$ cat src/rtl/lcd_ctrl_pkg.sv
// Shared definitions for the SPI command to LCD frame-buffer controller:
// word layout, opcodes, FSM state encoding and status flag positions.
package lcd_ctrl_pkg;

    localparam int WORD_W = 24;
    localparam int ADDR_W = 17;
    localparam int PIX_W  = 16;

    localparam logic [7:0] OP_SET_X       = 8'h01;
    localparam logic [7:0] OP_SET_Y       = 8'h02;
    localparam logic [7:0] OP_WRITE_PIXEL = 8'h03;
    localparam logic [7:0] OP_SET_BL      = 8'h10;
    localparam logic [7:0] OP_DISP        = 8'h11;
    localparam logic [7:0] OP_CLR_STATUS  = 8'h1F;

    typedef enum logic [1:0] {
        ST_IDLE   = 2'd0,
        ST_DECODE = 2'd1,
        ST_WRITE  = 2'd2
    } state_e;

    localparam int STAT_OVERFLOW   = 0;
    localparam int STAT_RANGE_ERR  = 1;
    localparam int STAT_UNKNOWN_OP = 2;
    localparam int STAT_W          = 3;

    typedef struct packed {
        logic [7:0]  op;
        logic [15:0] payload;
    } cmd_t;

endpackage

$ cat src/rtl/spi_cmd_ctrl_if.sv
// Command-in / frame-buffer-write bus of spi_cmd_ctrl. The controller side
// uses the master modport, the SPI receiver and frame buffer the slave one.
interface spi_cmd_ctrl_if;
    import lcd_ctrl_pkg::*;

    logic [WORD_W-1:0] i_mosi_data;
    logic              i_mosi_en_pls;
    logic [ADDR_W-1:0] o_fb_addr;
    logic [PIX_W-1:0]  o_fb_data;
    logic              o_fb_we;
    logic              i_fb_ready;

    modport master (
        input  i_mosi_data, i_mosi_en_pls, i_fb_ready,
        output o_fb_addr, o_fb_data, o_fb_we
    );

    modport slave (
        output i_mosi_data, i_mosi_en_pls, i_fb_ready,
        input  o_fb_addr, o_fb_data, o_fb_we
    );

endinterface

$ cat src/rtl/sync_fifo.sv
// Single-clock FIFO with combinational head read. DEPTH must be a power of
// two of at least 2; a push while full is dropped even if a pop happens too.
module sync_fifo #(
    parameter int WIDTH = 24,
    parameter int DEPTH = 4
) (
    input  logic             clk,
    input  logic             rst_n,
    input  logic             push,
    input  logic [WIDTH-1:0] wr_data,
    input  logic             pop,
    output logic [WIDTH-1:0] rd_data,
    output logic             full,
    output logic             empty
);

    localparam int PTR_W = $clog2(DEPTH);

    logic [WIDTH-1:0] mem [DEPTH];
    logic [PTR_W-1:0] wr_ptr;
    logic [PTR_W-1:0] rd_ptr;
    logic [PTR_W:0]   count;
    logic             do_push;
    logic             do_pop;

    assign full    = (count == (PTR_W+1)'(DEPTH));
    assign empty   = (count == '0);
    assign do_push = push && !full;
    assign do_pop  = pop && !empty;
    assign rd_data = mem[rd_ptr];

    // NOTE: storage has no reset; pointers and count alone define validity,
    // which keeps the array as plain RAM/flops without reset muxes.
    always_ff @(posedge clk) begin
        if (do_push) begin
            mem[wr_ptr] <= wr_data;
        end
    end

    always_ff @(posedge clk or negedge rst_n) begin
        if (!rst_n) begin
            wr_ptr <= '0;
            rd_ptr <= '0;
            count  <= '0;
        end else begin
            if (do_push) begin
                wr_ptr <= wr_ptr + PTR_W'(1);
            end
            if (do_pop) begin
                rd_ptr <= rd_ptr + PTR_W'(1);
            end
            case ({do_push, do_pop})
                2'b10:   count <= count + (PTR_W+1)'(1);
                2'b01:   count <= count - (PTR_W+1)'(1);
                default: count <= count;
            endcase
        end
    end

endmodule

$ cat src/rtl/spi_cmd_ctrl.sv
// Decodes queued 24-bit SPI command words into cursor moves, frame-buffer
// pixel writes (valid/ready handshake) and display control registers.
module spi_cmd_ctrl
    import lcd_ctrl_pkg::*;
#(
    parameter int H_ACTIVE   = 480,
    parameter int V_ACTIVE   = 272,
    parameter int FIFO_DEPTH = 4
) (
    input  logic              i_clk,
    input  logic              i_rst_n,
    spi_cmd_ctrl_if.master    bus,
    output logic [7:0]        o_backlight,
    output logic              o_disp_en,
    output logic [STAT_W-1:0] o_status
);

    localparam int X_W = $clog2(H_ACTIVE);
    localparam int Y_W = $clog2(V_ACTIVE);

    state_e             state;
    cmd_t               cmd;
    cmd_t               fifo_head;
    logic [X_W-1:0]     x;
    logic [Y_W-1:0]     y;
    logic               fifo_full;
    logic               fifo_empty;
    logic               fifo_pop;
    logic               x_in_range;
    logic               y_in_range;
    logic               clr_status;
    logic [STAT_W-1:0]  flag_evt;

    sync_fifo #(
        .WIDTH (WORD_W),
        .DEPTH (FIFO_DEPTH)
    ) u_fifo (
        .clk     (i_clk),
        .rst_n   (i_rst_n),
        .push    (bus.i_mosi_en_pls),
        .wr_data (bus.i_mosi_data),
        .pop     (fifo_pop),
        .rd_data (fifo_head),
        .full    (fifo_full),
        .empty   (fifo_empty)
    );

    assign fifo_pop   = (state == ST_IDLE) && !fifo_empty;
    assign x_in_range = 32'(cmd.payload) < 32'(H_ACTIVE);
    assign y_in_range = 32'(cmd.payload) < 32'(V_ACTIVE);

    // NOTE: every output gets a default before the case so no path leaves a
    // value unassigned, which would otherwise infer a latch.
    always_comb begin
        flag_evt                = '0;
        clr_status              = 1'b0;
        flag_evt[STAT_OVERFLOW] = bus.i_mosi_en_pls && fifo_full;
        if (state == ST_DECODE) begin
            case (cmd.op)
                OP_SET_X:       flag_evt[STAT_RANGE_ERR] = !x_in_range;
                OP_SET_Y:       flag_evt[STAT_RANGE_ERR] = !y_in_range;
                OP_WRITE_PIXEL,
                OP_SET_BL,
                OP_DISP:        begin end
                OP_CLR_STATUS:  clr_status = 1'b1;
                default:        flag_evt[STAT_UNKNOWN_OP] = 1'b1;
            endcase
        end
    end

    // NOTE: non-blocking assignments throughout, so every register samples
    // the pre-edge values of the others regardless of statement order.
    always_ff @(posedge i_clk or negedge i_rst_n) begin
        if (!i_rst_n) begin
            state         <= ST_IDLE;
            cmd           <= '0;
            x             <= '0;
            y             <= '0;
            bus.o_fb_addr <= '0;
            bus.o_fb_data <= '0;
            bus.o_fb_we   <= 1'b0;
            o_backlight   <= '0;
            o_disp_en     <= 1'b0;
            o_status      <= '0;
        end else begin
            // Flag events are OR-ed after the clear so they survive it.
            o_status <= (clr_status ? '0 : o_status) | flag_evt;

            case (state)
                ST_IDLE: begin
                    if (!fifo_empty) begin
                        cmd   <= fifo_head;
                        state <= ST_DECODE;
                    end
                end

                ST_DECODE: begin
                    state <= ST_IDLE;
                    case (cmd.op)
                        OP_SET_X: if (x_in_range) x <= X_W'(cmd.payload);
                        OP_SET_Y: if (y_in_range) y <= Y_W'(cmd.payload);
                        OP_WRITE_PIXEL: begin
                            bus.o_fb_addr <= ADDR_W'(32'(y) * 32'(H_ACTIVE) + 32'(x));
                            bus.o_fb_data <= cmd.payload;
                            bus.o_fb_we   <= 1'b1;
                            state         <= ST_WRITE;
                        end
                        OP_SET_BL: o_backlight <= cmd.payload[7:0];
                        OP_DISP:   o_disp_en   <= cmd.payload[0];
                        default:   begin end
                    endcase
                end

                ST_WRITE: begin
                    // Address and data stay frozen until the frame buffer accepts.
                    if (bus.i_fb_ready) begin
                        bus.o_fb_we <= 1'b0;
                        state       <= ST_IDLE;
                        if (x == X_W'(H_ACTIVE - 1)) begin
                            x <= '0;
                            y <= (y == Y_W'(V_ACTIVE - 1)) ? '0 : y + Y_W'(1);
                        end else begin
                            x <= x + X_W'(1);
                        end
                    end
                end

                default: state <= ST_IDLE;
            endcase
        end
    end

endmodule

$ cat src/flat_wrapper.sv
// flat-port wrapper written by rule: the top's interface ports become plain ports
module spi_cmd_ctrl_flat import lcd_ctrl_pkg::*;
#(
    parameter int H_ACTIVE   = 480,
    parameter int V_ACTIVE   = 272,
    parameter int FIFO_DEPTH = 4
)
  (i_clk, i_rst_n, o_backlight, o_disp_en, o_status, bus_i_mosi_data, bus_i_mosi_en_pls, bus_i_fb_ready, bus_o_fb_addr, bus_o_fb_data, bus_o_fb_we);
  spi_cmd_ctrl_if bus_i ();
  input  logic i_clk;
  input  logic i_rst_n;
  output logic [7:0] o_backlight;
  output logic o_disp_en;
  output logic [STAT_W-1:0] o_status;
  input wire logic [$bits(bus_i.i_mosi_data)-1:0] bus_i_mosi_data;
  input wire logic [$bits(bus_i.i_mosi_en_pls)-1:0] bus_i_mosi_en_pls;
  input wire logic [$bits(bus_i.i_fb_ready)-1:0] bus_i_fb_ready;
  output wire logic [$bits(bus_i.o_fb_addr)-1:0] bus_o_fb_addr;
  output wire logic [$bits(bus_i.o_fb_data)-1:0] bus_o_fb_data;
  output wire logic [$bits(bus_i.o_fb_we)-1:0] bus_o_fb_we;
  assign bus_i.i_mosi_data = bus_i_mosi_data;
  assign bus_i.i_mosi_en_pls = bus_i_mosi_en_pls;
  assign bus_i.i_fb_ready = bus_i_fb_ready;
  assign bus_o_fb_addr = bus_i.o_fb_addr;
  assign bus_o_fb_data = bus_i.o_fb_data;
  assign bus_o_fb_we = bus_i.o_fb_we;
  spi_cmd_ctrl #(.H_ACTIVE(H_ACTIVE), .V_ACTIVE(V_ACTIVE), .FIFO_DEPTH(FIFO_DEPTH)) u_core (.i_clk(i_clk), .i_rst_n(i_rst_n), .bus(bus_i), .o_backlight(o_backlight), .o_disp_en(o_disp_en), .o_status(o_status));
endmodule
$ cat config.mk
export PLATFORM = sky130hd
export DESIGN_NAME = spi_cmd_ctrl_flat
export DESIGN_NICKNAME = d
export VERILOG_FILES = /design/src/rtl/lcd_ctrl_pkg.sv /design/src/rtl/spi_cmd_ctrl_if.sv /design/src/rtl/sync_fifo.sv /design/src/rtl/spi_cmd_ctrl.sv /design/src/flat_wrapper.sv
export SDC_FILE = /design/constraint.sdc
export NUM_CORES = 1
export LEC_CHECK = 0
export CAP_MARGIN = 10
export CORE_MARGIN = 3
export CORE_UTILIZATION = 45
export DETAILED_ROUTE_END_ITERATION = 12
export PLACE_DENSITY = 0.63
export SYNTH_ARGS = -nofsm -noshare
export SYNTH_HDL_FRONTEND = slang
export SYNTH_HIERARCHICAL = 1
export SYNTH_SLANG_ARGS = --single-unit
$ cat constraint.sdc
create_clock -name i_clk -period 9.7 [get_ports i_clk]
set_input_delay 0.97 -clock i_clk [delete_from_list [all_inputs] [get_ports i_clk]]
set_output_delay 0.97 -clock i_clk [all_outputs]
set_load 0.005 [all_outputs]
==> flow_metrics.env <==
export IMPL_status="complete, no violations"
export IMPL_setup_viol=0
export IMPL_grt_pass1_wl_mm=29.1
export IMPL_final_cells=977
export IMPL_p_sw_frac=0.336
export IMPL_fin_crit_ns=3.59
export IMPL_maxSlewViolCount=0
export IMPL_clk_pin_slew_ns=0.07
export IMPL_holdBufCountCts=0
export IMPL_maxSlewHeadroom=0.194
export IMPL_hold_viol_final=0
export IMPL_grt_max_degree=51
export IMPL_syn2layout_area_growth_pct=17.6
export IMPL_synth_top_area_share=0.320
export IMPL_yosys_area_share_simple=0.0672
export IMPL_grt_usage=0.171
export IMPL_cp_num_buf_inv=2
export IMPL_detail_route_antenna_nets=0
export IMPL_synth_fa_ha_area_frac=0.0822
export IMPL_max_stage_delay_ns=0.51
export IMPL_avgRoutedWirePerCell_um=17.9
export IMPL_p_per_area_nw_per_um2=287
export IMPL_p_leak_nw=4.28
export IMPL_cp_slowest_cell="fa_1"
export IMPL_routabilityCongestion=0.844
export IMPL_end_kind="flip-flop"
export IMPL_cts_tree="yes"
export IMPL_syn_num_nets=695
export IMPL_synthDistinctLibCells=62
export IMPL_yosysWarnings=6
export IMPL_dp_slack_ns=6.09
export IMPL_skew_ns=0.00723
export IMPL_ios=74
export IMPL_nNetsFinal=776
export IMPL_final_util=0.541
export IMPL_start_util=0.460
export IMPL_drc_errors=0
export IMPL_power_switching_mw=1.02
export IMPL_worst_ep_required_time_ns=9.97
export IMPL_dr_first_iter_drc_count=271
export IMPL_combPwrFrac=0.348
export IMPL_std_cell_rows=51
export IMPL_synth_top_family_by_area="multiplexers"
export IMPL_post_route_worst_setup_slack_ns=6.11
export IMPL_avgSynthCellArea_um2=14.6
export IMPL_htreeDepth=4
export IMPL_synthFlopType="dfrtp_1"
export IMPL_ys_seq_area_frac=0.589
export IMPL_rsz0062_at_grt="no"
export IMPL_synth_xor_area_frac=0.0223
export IMPL_ys_seq_elements=193
export IMPL_cts_resized_gates=0
export IMPL_tightestPinTransition_ns=1.21
export IMPL_synth_compound_area_frac=0.0733
export IMPL_crit_top_cell="o21ai_0"
export IMPL_antenna_cells=0
export IMPL_firstDrtPassIters=5
export IMPL_cts_buffer_depth=2
export IMPL_p_total_mw=3.05
export IMPL_via_per_inst=5.34
export IMPL_period_share=0.370
export IMPL_vias=5215
export IMPL_critical_path_class="flip-flop to flip-flop"
export IMPL_die_area_um2=21800
export IMPL_cp_cell_sequence="inv_1 -> fa_1 -> fa_1 -> inv_1 -> ha_1 -> o21ai_0 -> o21ai_0 -> a22oi_1 -> nor4b_4 -> nand4_1 -> xnor2_1 -> o21ai_0"
export IMPL_dp_cells=945
export IMPL_grt_overflow_total=0
export IMPL_core_area_um2=19600
export IMPL_cp_start_kind="flip-flop"
export IMPL_p_int_mw=2.03
export IMPL_synthCells=618
export IMPL_first_global_vias=5517
export IMPL_drv_cap=0
export IMPL_die_w_um=148
export IMPL_synth_edf_count=96
export IMPL_routed_wl_mm=17.5
export IMPL_ir_drop_mv=0.158
export IMPL_ys_async_sr_fraction=0.503
export IMPL_root_buffer="clkbuf_16"
export IMPL_yosys_area_top_type="edfxtp_1"
export IMPL_seq_power_share=0.422
export IMPL_die_y_um=148
export IMPL_drive_gt1_frac=0.184
export IMPL_synthesis_area_um2=9010
export IMPL_clkLatencyLatePin_ns=0.43
export IMPL_cts_sinks=193
export IMPL_hpwl_mm=11.7
export IMPL_cpLargestDelayFamily="adder cells"
export IMPL_crit_fanout=6
export IMPL_clkPwrFrac=0.231
export IMPL_synth_area_mux_share=0.135
export IMPL_hp_class="flip-flop to flip-flop"
export IMPL_final_setup_tns_ns=0
export IMPL_io_buffers=73
export IMPL_synthTopCellsByArea="edfxtp_1 32%, dfrtp_1 27%, mux2_2 7.0%"
export IMPL_postCtsSetupBuffers=0
export IMPL_antenna_found_initial=0
export IMPL_cp_arrival_ns=3.86
export IMPL_cts_inserted_buffers=17
export IMPL_fmax_mhz=279
-- synth_stat cells (7+ instances only) --
cell type / number
o21ai_1: 12
xor2_1: 12
o21ai_0: 31
inv_1: 39
xnor2_1: 11
clkbuf_1: 7
dfrtp_1: 97
mux4_2: 18
ha_1: 32
nor2_1: 18
fa_1: 17
mux2_2: 56
edfxtp_1: 96
nand2_1: 43
a21oi_1: 14
nand3_1: 9
-- area by class of cell --
cell class / count / area (um2)
clock buffers: 17 / 425
clock inverters: 15 / 174
fillers: 1650 / 8990
inverters: 39 / 146
multi-input cells: 368 / 3430
flip-flops and latches: 193 / 5310
well taps: 265 / 332
repair buffers: 80 / 781
-- cell usage in the layout, fill, tap and decap left out, types with 18 or more instances in the layout --
cell type         n
o21ai_0          31
inv_1            39
nor2_1           18
nand2_1          43
ha_1             32
mux2_2           56
dfrtp_1          97
edfxtp_1         96
clkdlybuf4s50_1  72
mux4_2           18
-- power groups by stage --
stage                     Clock, mW  Combinational, mW  Sequential (mW)
after floorplan                   0              0.810             1.22
after global placement            0               1.04             1.29
after detailed placement          0               1.07             1.30
after CTS                     0.723               1.08             1.29
after global routing          0.759               1.19             1.32
final                         0.704               1.06             1.28
-- per-layer routing --
metal  track usage  wire length, um  up-vias  part of all wire
li1              -                -     2448                 -
met1         0.210             7430     2642              0.43
met2         0.299             9100      104              0.52
met3        0.0383              572       21             0.033
met4        0.0596              351        0             0.020
met5             0                0        -                 0
-- cell families (layout without fill, tap and decap cells) --
group / after synthesis / after routing
AO/OA/AOI/OAI: 101 / 101
XOR/XNOR: 23 / 23
buffers and inverters: 57 / 151
flip-flops: 193 / 193
adder cells (fa/ha/maj): 49 / 49
multiplexers: 82 / 82
AND/OR/NAND/NOR: 113 / 113
-- metrics by stage --
stage	instance area (um2)	hold WS, ns
after detailed placement	10000	0.470
after floorplan	9010	0.471
after global routing	10600	0.503
final	10600	0.480
after CTS	10600	0.486
after global placement	10000	0.462
-- flip-flops by register name, indices dropped and copies added, names as in the netlist --
signal / count
u_core/u_fifo/mem: 96
u_core/cmd: 24
u_core/bus.o_fb_addr: 17
u_core/bus.o_fb_data: 16
u_core/x: 9
u_core/y: 9
u_core/o_backlight: 8
u_core/o_status: 3
u_core/u_fifo/count: 3
u_core/state: 2
u_core/u_fifo/rd_ptr: 2
u_core/u_fifo/wr_ptr: 2
u_core/bus.o_fb_we: 1
u_core/o_disp_en: 1
-- path summary, 6_finish.rpt --
check                                          from                        to  slack (ns)  cells after the start
min in group asynchronous                   i_rst_n  u_core/bus.o_fb_addr[12]        0.55                      1
setup / recovery                        u_core/y[2]  u_core/bus.o_fb_addr[16]        6.11                     12
max in group asynchronous                   i_rst_n             u_core/cmd[2]        8.04                      2
hold reg to reg            u_core/bus.o_fb_addr[11]  u_core/bus.o_fb_addr[11]        0.48                      2
setup reg to reg                        u_core/y[2]  u_core/bus.o_fb_addr[16]        6.11                     12
hold / removal             u_core/bus.o_fb_addr[11]  u_core/bus.o_fb_addr[11]        0.48                      2
-- worst min-delay path, stage by stage, from the launching register on --
cell and delay [ns]:
dfrtp_1 0.34, nand2_1 0.04, o21ai_0 0.06
Power figures use the tool's default switching activity.
